[src/rtl/uart_pkg.sv]
// Shared definitions for the uart transmit path: issue-FSM encodings and the byte width.
package uart_pkg;

    localparam int UART_DATA_W = 8;

    typedef enum logic [1:0] {
        IDLE      = 2'd0,
        LAUNCH    = 2'd1,
        WAIT_BUSY = 2'd2,
        WAIT_DONE = 2'd3
    } tx_state_t;

endpackage

[src/rtl/uart_tx_fifo_if.sv]
// Producer handshake plus transmitter launch signals of the uart tx fifo.
interface uart_tx_fifo_if
    import uart_pkg::*;
#(
    parameter int DATA_W = UART_DATA_W
) ();

    logic [DATA_W-1:0] wr_data;
    logic              wr_valid;
    logic              wr_ready;
    logic [DATA_W-1:0] tx_din;
    logic              tx_wr_en;
    logic              tx_busy;

    // master is the environment (producer + transmitter); slave is the fifo
    modport master (
        output wr_data, wr_valid, tx_busy,
        input  wr_ready, tx_din, tx_wr_en
    );

    modport slave (
        input  wr_data, wr_valid, tx_busy,
        output wr_ready, tx_din, tx_wr_en
    );

endinterface

[src/rtl/uart_fifo_mem.sv]
// Byte storage for the tx fifo: one write port and one registered read port.
module uart_fifo_mem
    import uart_pkg::*;
#(
    parameter int DEPTH_LOG2 = 4,
    parameter int DATA_W     = UART_DATA_W
) (
    input  logic                  clk,
    input  logic                  rst,
    input  logic                  wr_en,
    input  logic [DEPTH_LOG2-1:0] wr_addr,
    input  logic [DATA_W-1:0]     wr_data,
    input  logic                  rd_en,
    input  logic [DEPTH_LOG2-1:0] rd_addr,
    output logic [DATA_W-1:0]     rd_data
);

    logic [DATA_W-1:0] mem [0:(1 << DEPTH_LOG2)-1];

    always_ff @(posedge clk) begin
        if (wr_en) begin
            mem[wr_addr] <= wr_data;
        end
    end

    // The read register doubles as the transmitter data hold register
    always_ff @(posedge clk) begin
        if (rst) begin
            rd_data <= '0;
        end else if (rd_en) begin
            rd_data <= mem[rd_addr];
        end
    end

endmodule

[src/rtl/uart_tx_fifo.sv]
// Byte FIFO and issue controller feeding the uart transmitter one byte per idle period.
// Optional UART_TX_FIFO_STATS_EN adds a saturating overflow-drop counter (ovf_clr/ovf_cnt).
module uart_tx_fifo
    import uart_pkg::*;
#(
    parameter int DEPTH_LOG2 = 4,
    parameter int DATA_W     = UART_DATA_W,
    parameter int BUSY_TO    = 4
) (
    input  logic                clk_50m,
    input  logic                rst,
    uart_tx_fifo_if.slave       bus,
    output logic                full,
    output logic                empty,
    output logic [DEPTH_LOG2:0] count
`ifdef UART_TX_FIFO_STATS_EN
    ,
    input  logic                ovf_clr,
    output logic [7:0]          ovf_cnt
`endif
);

    localparam logic [7:0] BTO_LAST = 8'(BUSY_TO - 1);

    logic [DEPTH_LOG2:0] wr_ptr;
    logic [DEPTH_LOG2:0] rd_ptr;
    logic [7:0]          bto_cnt;
    logic                push;
    logic                launch;
    logic                tx_wr_en;
    logic [DATA_W-1:0]   tx_din;
    tx_state_t           state;
    tx_state_t           state_nx;

    // Extra wrap bit distinguishes full from empty when the indices match
    assign full  = (wr_ptr[DEPTH_LOG2] != rd_ptr[DEPTH_LOG2]) &&
                   (wr_ptr[DEPTH_LOG2-1:0] == rd_ptr[DEPTH_LOG2-1:0]);
    assign empty = (wr_ptr == rd_ptr);
    assign count = wr_ptr - rd_ptr;
    assign push  = bus.wr_valid && !full;

    assign bus.wr_ready = !full;
    assign bus.tx_wr_en = tx_wr_en;
    assign bus.tx_din   = tx_din;

    uart_fifo_mem #(
        .DEPTH_LOG2 (DEPTH_LOG2),
        .DATA_W     (DATA_W)
    ) u_mem (
        .clk     (clk_50m),
        .rst     (rst),
        .wr_en   (push),
        .wr_addr (wr_ptr[DEPTH_LOG2-1:0]),
        .wr_data (bus.wr_data),
        .rd_en   (launch),
        .rd_addr (rd_ptr[DEPTH_LOG2-1:0]),
        .rd_data (tx_din)
    );

    always_ff @(posedge clk_50m) begin
        if (rst) begin
            wr_ptr <= '0;
            rd_ptr <= '0;
        end else begin
            if (push) begin
                wr_ptr <= wr_ptr + 1'b1;
            end
            if (launch) begin
                rd_ptr <= rd_ptr + 1'b1;
            end
        end
    end

    always_ff @(posedge clk_50m) begin
        if (rst) begin
            state    <= IDLE;
            tx_wr_en <= 1'b0;
            bto_cnt  <= '0;
        end else begin
            state    <= state_nx;
            tx_wr_en <= launch;
            bto_cnt  <= (state == WAIT_BUSY) ? bto_cnt + 8'd1 : 8'd0;
        end
    end

    // A transmitter that never raises busy must not stall the queue forever
    always_comb begin
        state_nx = state;
        launch   = 1'b0;
        case (state)
            IDLE: begin
                if (!empty && !bus.tx_busy) begin
                    launch   = 1'b1;
                    state_nx = LAUNCH;
                end
            end
            LAUNCH: begin
                state_nx = WAIT_BUSY;
            end
            WAIT_BUSY: begin
                if (bus.tx_busy) begin
                    state_nx = WAIT_DONE;
                end else if (bto_cnt == BTO_LAST) begin
                    state_nx = IDLE;
                end
            end
            WAIT_DONE: begin
                if (!bus.tx_busy) begin
                    state_nx = IDLE;
                end
            end
            default: begin
                state_nx = IDLE;
            end
        endcase
    end

`ifdef UART_TX_FIFO_STATS_EN
    always_ff @(posedge clk_50m) begin
        if (rst || ovf_clr) begin
            ovf_cnt <= '0;
        end else if (bus.wr_valid && full && (ovf_cnt != 8'hFF)) begin
            ovf_cnt <= ovf_cnt + 8'd1;
        end
    end
`endif

endmodule
[src/flat_wrapper.sv]
// flat-port wrapper written by rule: the top's interface ports become plain ports
module uart_tx_fifo_flat import uart_pkg::*;
#(
    parameter int DEPTH_LOG2 = 4,
    parameter int DATA_W     = UART_DATA_W,
    parameter int BUSY_TO    = 4
)
  (clk_50m, rst, full, empty, count, bus_wr_data, bus_wr_valid, bus_tx_busy, bus_wr_ready, bus_tx_din, bus_tx_wr_en);
  uart_tx_fifo_if #(.DATA_W(DATA_W)) bus_i ();
  input  logic clk_50m;
  input  logic rst;
  output logic full;
  output logic empty;
  output logic [DEPTH_LOG2:0] count;
  input wire logic [$bits(bus_i.wr_data)-1:0] bus_wr_data;
  input wire logic [$bits(bus_i.wr_valid)-1:0] bus_wr_valid;
  input wire logic [$bits(bus_i.tx_busy)-1:0] bus_tx_busy;
  output wire logic [$bits(bus_i.wr_ready)-1:0] bus_wr_ready;
  output wire logic [$bits(bus_i.tx_din)-1:0] bus_tx_din;
  output wire logic [$bits(bus_i.tx_wr_en)-1:0] bus_tx_wr_en;
  assign bus_i.wr_data = bus_wr_data;
  assign bus_i.wr_valid = bus_wr_valid;
  assign bus_i.tx_busy = bus_tx_busy;
  assign bus_wr_ready = bus_i.wr_ready;
  assign bus_tx_din = bus_i.tx_din;
  assign bus_tx_wr_en = bus_i.tx_wr_en;
  uart_tx_fifo #(.DEPTH_LOG2(DEPTH_LOG2), .DATA_W(DATA_W), .BUSY_TO(BUSY_TO)) u_core (.clk_50m(clk_50m), .rst(rst), .bus(bus_i), .full(full), .empty(empty), .count(count));
endmodule
[config.mk]
export PLATFORM = sky130hd
export DESIGN_NAME = uart_tx_fifo_flat
export DESIGN_NICKNAME = d
export VERILOG_FILES = /design/src/rtl/uart_pkg.sv /design/src/rtl/uart_tx_fifo_if.sv /design/src/rtl/uart_fifo_mem.sv /design/src/rtl/uart_tx_fifo.sv /design/src/flat_wrapper.sv
export SDC_FILE = /design/constraint.sdc
export NUM_CORES = 1
export LEC_CHECK = 0
export BUFFER_PORTS_ARGS = -buffer_cell sky130_fd_sc_hd__buf_2
export CAP_MARGIN = 20
export CORE_MARGIN = 5
export CORE_UTILIZATION = 60
export CTS_CLUSTER_SIZE = 12
export DETAILED_ROUTE_END_ITERATION = 7
export HOLD_SLACK_MARGIN = 0.12
export PLACE_DENSITY = 0.78
export SYNTH_ARGS = -nofsm -noshare
export SYNTH_HDL_FRONTEND = slang
export SYNTH_SLANG_ARGS = --single-unit
[constraint.sdc]
create_clock -name clk_50m -period 3.6 [get_ports clk_50m]
set_input_delay 0.72 -clock clk_50m [delete_from_list [all_inputs] [get_ports clk_50m]]
set_output_delay 0.72 -clock clk_50m [all_outputs]
set_load 0.02 [all_outputs]
# [Yosys cells after proc, flatten, opt, wreduce, memory -nomap -nowiden]
# Memories as Yosys holds them, arrays and structs flattened. A register that Yosys moved wholly into a read port is not among the register bits.
# Index checks and enable logic that the tools add are counted.
[word_totals] ff_bits=21 mem_bits_rw=128 input_bits=12 word_cells=39 memories=1
[op_classes] n_addsub=4 n_eq_ne=10 muxes=9 bitwise=1 reduce_logical=9
[memory_table] name="u_core.u_mem.mem" depth=16 width=8 rd=1 rd_clocked_by_memory_dff=1 wr=1 line_no="uart_fifo_mem.sv:18" rtl="logic [DATA_W-1:0] mem [0:(1 << DEPTH_LOG2)-1];"
[ops] cell="adder 5 x 1 -> 5 bit (second input constant)" count=2
[ops] cell="adder 8 x 1 -> 8 bit (second input constant)" count=1
[ops] cell="== test 8 x 2 -> 1 bit (second input constant)" count=1
[ops] cell="2-to-1 mux 2 bit" count=4
[ops] cell="one-hot mux 2 bit (4 select lines)" count=1
[ops] cell="== test 5 bit" count=1
[ops] cell="subtractor 5 bit" count=1
[ops] cell="== test 2 bit (second input constant)" count=2
[ops] cell="== test 4 bit" count=1
[ops] cell="2-to-1 mux 1 bit" count=4
[ops] cell="logical AND 1 bit" count=3
[ops] cell="logical NOT 1 bit" count=3
[ops] cell="!= test 3 bit (second input constant)" count=1
[ops] cell="AND reduction 3 bit" count=1
[ops] cell="== test 2 x 1 -> 1 bit (second input constant)" count=1
[ops] cell="logical NOT 2 bit" count=1
[ops] cell="!= test 2 x 1 -> 1 bit (second input constant)" count=1
[ops] cell="!= test 2 bit (second input constant)" count=1
[ops] cell="OR reduction 2 bit" count=1
[ops] cell="!= test 1 bit" count=1
[ops] cell="NOT 1 bit" count=1

# [Depth between registers and ports, before layout]
# Gate-level depths: netlist of run 1.
[logic_depth] word_depth=6 mapped_depth=10 depth_no_buf=7

# [Modules after synthesis]
# From an unflattened synthesis of run 1, not the netlist that was laid out.
[hier_totals] cells_unflattened=435 area_unflattened_um2=6411.1
[by_module_without_submodules] module="uart_fifo_mem" instances=1 cells_each=316 area_each_um2=5343.9 seq_area_each_um2=4003.8
[by_module_without_submodules] module="uart_tx_fifo" instances=1 cells_each=119 area_each_um2=1067.3 seq_area_each_um2=420.4

# [Worst setup path after synthesis of run 1]
# No wires, ideal clock.
[synth_timing] path_type="reg2reg" from="reg u_core.rd_ptr[1]" to="mem u_core.u_mem.mem[2][0] (netlist bit), enable pin" arrival_time_ns=2.307 t_required_ns=3.217 setup_slack_ns=0.910 stages_incl_launch_ff=10 path_buffers=3 synth_period_minus_slack_ns=2.690 cell_sequence="dfxtp_1 -> buf_4 -> buf_8 -> buf_6 -> inv_1 -> ha_1 -> nand4_2 -> o21a_1 -> nand2_1 -> nor3_1"
[synth_via] elab_chain_len=6
[synth_rtl] item="start: declaration" line_no="uart_tx_fifo.sv:26" rtl="logic [DEPTH_LOG2:0] rd_ptr;"
[synth_rtl] item="start signal: assignment" line_no="uart_tx_fifo.sv:69" rtl="rd_ptr <= rd_ptr + 1'b1;"
[synth_rtl] item="== test 4 bit" line_no="uart_tx_fifo.sv:37" rtl="(wr_ptr[DEPTH_LOG2-1:0] == rd_ptr[DEPTH_LOG2-1:0]);"
[synth_rtl] item="logical AND 1 bit" line_no="uart_tx_fifo.sv:36" rtl="assign full = (wr_ptr[DEPTH_LOG2] != rd_ptr[DEPTH_LOG2]) &&"
[synth_rtl] item="logical NOT 1 bit" line_no="uart_tx_fifo.sv:40" rtl="assign push = bus.wr_valid && !full;"
[synth_rtl] item="logical AND 1 bit" line_no="uart_tx_fifo.sv:40"
[synth_rtl] item="2-to-1 mux 1 bit" line_no="uart_fifo_mem.sv:21" rtl="if (wr_en) begin"
[synth_rtl] item="2-to-1 mux 1 bit (implied by the code)" line_no="uart_fifo_mem.sv:22" rtl="mem[wr_addr] <= wr_data;"
[synth_rtl] item="end: declaration" line_no="uart_fifo_mem.sv:18"
# No other way between the ends.

# [Worst setup path in the final report of run 1]
[layout_timing] from="reg u_core.rd_ptr[3]" to="out full"
[layout_via] elab_chain_len=2
[layout_rtl] item="== test 4 bit" line_no="uart_tx_fifo.sv:37"
[layout_rtl] item="logical AND 1 bit" line_no="uart_tx_fifo.sv:36"
[layout_rtl] item="end: declaration" line_no="flat_wrapper.sv:12" rtl="output logic full;"
# No other way between the ends.

==> impl_metrics.csv, run 1 <==
group,metric,value,unit
run_status,status,"complete, no violations",
min_path,min_to,"u_core.state[0]",
worst_setup_path,path_class,"flip-flop to output port",
cells_and_area,area_delta_synth_final,12.01,%
synthesis,synth_common_cells,"edfxtp_1 (128), mux2i_1 (49), nor2_1 (38)",
synthesis,netlist.area_leader.share,60.19,%
flow_run,cap_viol_max_count,0,
min_path,hp-class,"input port to flip-flop",
route,dr_total_vias,3621,
synthesis,yosysMostFrequentCell,"edfxtp_1",
sta,setup_viol,0,
sta,min_period,3.204,ns
die,fp.dieArea,12810,um2
synthesis,yosys_most_used_dff,"edfxtp_1",
synthesis,synth_nets,440,
clock_tree,tritoncts,"built",
synthesis,synth_top_area_cell,"edfxtp_1",
global_routing,antenna_found_initial,0,
sta,slew_violations,0,
route,dr.pass1.iters,5,
sta,fin_skew,0.01332,ns
synthesis,syn_avg_cell_area,15.31,um2
min_path,min_path_cells,3,
sta,tns,0,ns
clock_tree,cts_num_sinks,157,
route,drc,0,
cells_and_area,drive_gt1_share,17.24,%
worst_setup_path,r2r_cells,6,
worst_setup_path,regToRegEndpoint,"u_core.u_mem.mem[6][7]",
cells_and_area,diodes,0,
placement,io_buffer_count,28,
sta,period_share,88.99,%
worst_setup_path,reg2reg_from,"u_core.rd_ptr[3]",
sta,hold_violations,0,
worst_setup_path,required,2.88,ns
global_routing,first_global_vias,3560,
worst_setup_path,cp_max_fo,16,
power,vdd_drop_max,418.2,uV
cells_and_area,layout.nets,474,
synthesis,yosysWarnings,0,
worst_setup_path,start_kind,"flip-flop",
synthesis,synth_edf_count,128,
sta,fmax,312.1,MHz
clock_tree,cts_hold_buf,0,
clock_tree,post_cts_buffers,0,
clock_tree,cts_max_level,4,
die,io_pins,29,
global_routing,grt_pass1_wl,19930,um
synthesis,netlist_area,6386,um2
sta,maxSlewHeadroom,48.53,%
min_path,min_from,"bus_tx_busy",
global_routing,grt_use_total,21.13,%
die,core_area,10370,um2
placement,gp_congestion,0.8605,
route,wl,12650,um
synthesis,yosysUniqueCellTypes,44,
worst_setup_path,worstPathArrival,2.48,ns
clock_tree,cts-buffers-inserted,17,
route,vias_per_cell,6.035,
sta,tightest_slew,0.7692,ns
cells_and_area,finalInstanceArea,7153,um2
route,ant_nets,0,
placement,pre_cts_slack,0.7973,ns
clock_tree,worstSkewPairLatency,0.54,ns
clock_tree,clk_path_buf_depth,2,
die,fp.dieH,113.2,um
global_routing,grt_max_degree,46,
synthesis,synth_area_leaders,"edfxtp_1 (60%), dfxtp_1 (9.1%), mux2i_1 (7.7%)",
placement,dp_cells,567,
power,power_density,584.7,nW/um2
synthesis,ys_ff_latch,157,
die,die_x,113.2,um
route,wire_per_inst,21.08,um
synthesis,synthArstFlopShare,0,%
sta,rsz0062_at_grt,"false",
clock_tree,cts_root_buf,"clkbuf_8",
die,row_count,37,
synthesis,netlist_instances,417,
cells_and_area,stdcell_count,600,
placement,dp_hpwl,8189,um
route,drt_iter0_drc,340,
power,p_leak,2.305,nW
clock_tree,cts_resized,0,
sta,finalWorstSetupSlack,0.3962,ns
worst_setup_path,endpoint_kind,"output port",
worst_setup_path,r2r_slack,0.75,ns
die,initial_core_util,61.58,%
power,total_power,4.182,mW
global_routing,grt.overflow.total,0,
synthesis,ys_seq_area_share,69.28,%
placement,placed_area,6599,um2
clock_tree,path_clk_slew,0.06,ns
-- through the flow --
step	util (%)	hold WS, ns
global route	68.98	0.4670
detailed placement	63.63	0.4633
global placement	63.63	0.4385
CTS	68.93	0.4304
floorplan	-	0.4299
finish	68.98	0.4631
-- layer usage --
layer / up-vias / track usage (%) / part of all wire [%]
li1: 1668 / - / -
met1: 1806 / 29.71 / 45
met2: 134 / 32.31 / 48
met3: 13 / 5.722 / 6.0
met4: 0 / 7.051 / 1.2
met5: - / 0 / 0
-- sequential cells by signal (all words and copies together) (netlist names) --
signal	count
u_core.bto_cnt	8
u_core.bus.tx_wr_en	1
u_core.rd_ptr	5
u_core.state	2
u_core.u_mem.mem	128
u_core.u_mem.rd_data	8
u_core.wr_ptr	5
-- where the power goes --
| group | total, mW | internal, mW | leakage [nW] | switching (mW) |
|---|---|---|---|---|
| clock network | 1.65 | 0.924 | 0.266 | 0.722 |
| logic | 0.479 | 0.168 | 0.647 | 0.311 |
| registers | 2.06 | 2.02 | 1.39 | 0.0420 |
-- cell type report --
class,instances,area (um2)
inverter,9,33.78
multi-input combinational,231,1784
tap,136,170.2
clock inverter,15,135.1
fill,711,3217
timing repair buffer,35,190.2
sequential,157,4425
clock buffer,17,414.1
-- critical path, stage by stage, from the launching register on --
cell	delay, ns
dfxtp_1	0.69
inv_1	0.10
ha_1	0.37
nand4_2	0.26
or2b_1	0.32
inv_1	0.05
buf_2	0.15
-- how the worst max path moves through the flow --
stage | start | to | slack, ns
after floorplan | u_core.rd_ptr[1] | u_core.u_mem.mem[2][0] | 0.91
after global placement | u_core.rd_ptr[3] | u_core.u_mem.mem[5][5] | 0.96
after detailed placement | u_core.rd_ptr[3] | u_core.u_mem.mem[10][0] | 0.80
after CTS | u_core.rd_ptr[0] | count[4] | 0.39
after global routing | u_core.rd_ptr[0] | count[4] | 0.26
final | u_core.rd_ptr[3] | full | 0.40
-- cells by family (layout without fill, tap and decap cells) --
logic type      Yosys count  count (layout)  share of synthesized area (%)
compound gates           63              63                          6.544
flops                   157             157                          69.28
fa+ha+maj                11              11                          2.273
simple gates             85              85                          6.328
mux                      57              57                          10.50
buf+inv                  29              76                          2.782
xor+xnor                 15              15                          2.292
-- cells in the final DEF, fill, tap and decap left out, drive strengths merged, types with 13 or more instances in the layout --
master and count:
buf 35, clkbuf 17, dfxtp 29, edfxtp 128
inv 14, mux2i 49, nor2 38, nor3 15
o21ai 13, o22ai 16
Power figures use the tool's default switching activity.
==> run 2: changes to the inputs <==
--- a/config.mk
+++ b/config.mk
@@ -8,11 +8,10 @@
 export BUFFER_PORTS_ARGS = -buffer_cell sky130_fd_sc_hd__buf_2
 export CAP_MARGIN = 20
 export CORE_MARGIN = 5
-export CORE_UTILIZATION = 60
+export CORE_UTILIZATION = 46
 export CTS_CLUSTER_SIZE = 12
 export DETAILED_ROUTE_END_ITERATION = 7
 export HOLD_SLACK_MARGIN = 0.12
-export PLACE_DENSITY = 0.78
 export SYNTH_ARGS = -nofsm -noshare
 export SYNTH_HDL_FRONTEND = slang
 export SYNTH_SLANG_ARGS = --single-unit
==> run 2 against run 1 <==
Design area increased by 1.3%. Routed wire length increased by 2.7%. Largest power group unchanged. Critical path type unchanged. Non-clock buffer count increased by 4.
==> impl_metrics.csv, run 2 (synthesized netlist as in run 1, its figures left out) <==
group,metric,value,unit
run_status,status,"complete, no violations",
die,fp.dieArea,16340,um2
sta,fin_skew,0.005338,ns
cells_and_area,final_cell_mix,"edfxtp_1 (128), mux2i_1 (49), nor2_1 (38)",
flow_run,cap_viol_max_count,0,
placement,gp_congestion,0.7564,
power,power_frac_comb,11.3,%
clock_tree,cts_hold_buf,0,
die,die_x,127.8,um
sta,setup_viol,0,
die,row_count,43,
route,vias_per_cell,5.420,
placement,dp_hpwl,8450,um
route,ant_nets,0,
die,initial_core_util,46.37,%
worst_setup_path,regToRegEndpoint,"u_core.u_mem.mem[4][3]",
route,drt_iter0_drc,269,
clock_tree,cts_num_sinks,157,
die,io_pins,29,
global_routing,grt_pass1_wl,20310,um
clock_tree,cts_root_buf,"clkbuf_16",
cells_and_area,largest_reg_flops,128,
die,core_area,13770,um2
power,clkPwrFrac,40.2,%
global_routing,grt_use_total,16.86,%
global_routing,antenna_found_initial,0,
sta,tightest_slew,0.7975,ns
cells_and_area,drive_gt1_share,17.20,%
sta,fmax,324.5,MHz
sta,min_period,3.082,ns
clock_tree,tritoncts,"built",
global_routing,first_global_vias,3548,
worst_setup_path,start_kind,"flip-flop",
sta,slew_violations,0,
route,wire_per_inst,20.13,um
cells_and_area,reg_top3,"u_core.u_mem.mem: 128 flops, u_core.bto_cnt: 8 flops, u_core.u_mem.rd_data: 8 flops",
clock_tree,clk_path_buf_depth,2,
worst_setup_path,cp_max_fo,11,
clock_tree,cts_max_level,4,
power,p_leak,2.342,nW
route,dr_total_vias,3496,
clock_tree,worstSkewPairLatency,0.41,ns
power,p_switching,998.8,uW
cells_and_area,layout.nets,478,
route,dr.pass1.iters,5,
worst_setup_path,path_class,"flip-flop to output port",
power,vdd_drop_max,322.6,uV
worst_setup_path,r2r_cells,6,
worst_setup_path,crit_buf_inv,2,
cells_and_area,area_delta_synth_final,13.50,%
worst_setup_path,r2r_slack,0.97,ns
worst_setup_path,cp_top_family,"adder cells",
cells_and_area,layout_commonest_cell,"edfxtp_1",
placement,placed_area,6691,um2
cells_and_area,diodes,0,
min_path,min_from,"u_core.bto_cnt[0]",
sta,period_share,85.60,%
power,internal_power,3.248,mW
worst_setup_path,endpoint_kind,"output port",
worst_setup_path,required,2.88,ns
worst_setup_path,cp_cell_sequence,"ha_1, inv_1, fa_1, a21o_1, a21oi_1, xnor2_1, buf_2",
min_path,min_path_cells,1,
min_path,min_to,"u_core.bto_cnt[0]",
route,drc,0,
power,sw_frac_of_total,23.52,%
worst_setup_path,slowest_stage,"dfxtp_1",
die,fp.dieH,127.8,um
power,pwr-share-seq,48.5,%
sta,rsz0062_at_grt,"false",
clock_tree,post_cts_buffers,0,
sta,tns,0,ns
worst_setup_path,worstPathArrival,2.36,ns
min_path,hp-class,"flip-flop to flip-flop",
global_routing,grt.overflow.total,0,
route,wl,12980,um
sta,maxSlewHeadroom,46.83,%
power,power_density,585.9,nW/um2
worst_setup_path,reg2reg_from,"u_core.rd_ptr[3]",
clock_tree,cts-buffers-inserted,17,
cells_and_area,finalInstanceArea,7248,um2
clock_tree,path_clk_slew,0.06,ns
cells_and_area,top_register,"u_core.u_mem.mem",
clock_tree,cts_resized,0,
sta,hold_violations,0,
worst_setup_path,critPathMaxStageDelay,0.58,ns
placement,io_buffer_count,28,
global_routing,grt_max_degree,46,
==> run 2: changes by cell type in the layout (fill, tap and decap cells not counted), sizes merged <==
| cell | previous run | this run |
|---|---|---|
| buf | 35 | 39 |
| clkbuf | 17 | 18 |
| clkinvlp | 2 | 0 |
| clkinv | 7 | 8 |
| inv | 14 | 9 |
| bufinv | 1 | 3 |
==> run 2: worst reg2reg max path: cells and delay by family (launching register included) <==
| kind | cells | cell delay, ns |
|---|---|---|
| compound gates | 1 | 0.26 |
| fa+ha+maj | 1 | 0.35 |
| buf+inv | 1 | 0.09 |
| flops | 1 | 0.67 |
| simple gates | 3 | 0.90 |
==> run 2: power by group through the flow <==
stage	registers, mW	clock network (mW)	logic (mW)
2_1_floorplan	2.11	0	0.315
3_3_place_gp	2.10	0	0.479
3_5_place_dp	2.10	0	0.489
4_1_cts	2.06	1.74	0.490
5_1_grt	2.06	1.82	0.529
6_report	2.06	1.71	0.481
==> run 2: area by class of cell <==
type	instances	area, um2
Multi-Input combinational cell	231	1784
Fill cell	1183	6525
Tap cell	180	225.2
Timing Repair Buffer	39	222.7
Clock buffer	18	429.2
Sequential cell	157	4425
Clock inverter	11	127.6
Inverter	9	33.78
==> run 2: metal layers <==
layer	track usage, %	share of wire, %	vias up
met5	0	0	-
met4	5.743	1.7	0
met1	23.50	46	1721
li1	-	-	1672
met3	4.583	5.6	16
met2	25.72	47	87
==> run 2: how the worst max path moves through the flow <==
stage / startpoint / to / slack [ns] / depth (start not counted)
2_1_floorplan: u_core.rd_ptr[1] / u_core.u_mem.mem[2][0] / 0.91 / 9
3_3_place_gp: u_core.rd_ptr[0] / count[4] / 1.03 / 7
3_5_place_dp: u_core.rd_ptr[3] / u_core.u_mem.mem[4][0] / 0.97 / 6
4_1_cts: u_core.rd_ptr[0] / count[4] / 0.53 / 7
5_1_grt: u_core.rd_ptr[0] / count[4] / 0.39 / 7
6_report: u_core.rd_ptr[0] / count[4] / 0.52 / 7
==> run 2: stage by stage <==
| stage | utilization [%] | setup WS (ns) | total power [mW] | hold WS (ns) | cells |
|---|---|---|---|---|---|
| 6_report | 52.63 | 0.5184 | 4.247 | 0.4741 | 645 |
| 5_1_grt | 52.63 | 0.3922 | 4.411 | 0.5084 | 645 |
| 2_1_floorplan | - | 0.9101 | 2.423 | 0.4299 | 417 |
| 3_5_place_dp | 48.58 | 0.9692 | 2.586 | 0.4632 | 616 |
| 3_3_place_gp | 48.58 | 1.029 | 2.575 | 0.4422 | 616 |
| 4_1_cts | 52.63 | 0.5278 | 4.288 | 0.4782 | 645 |
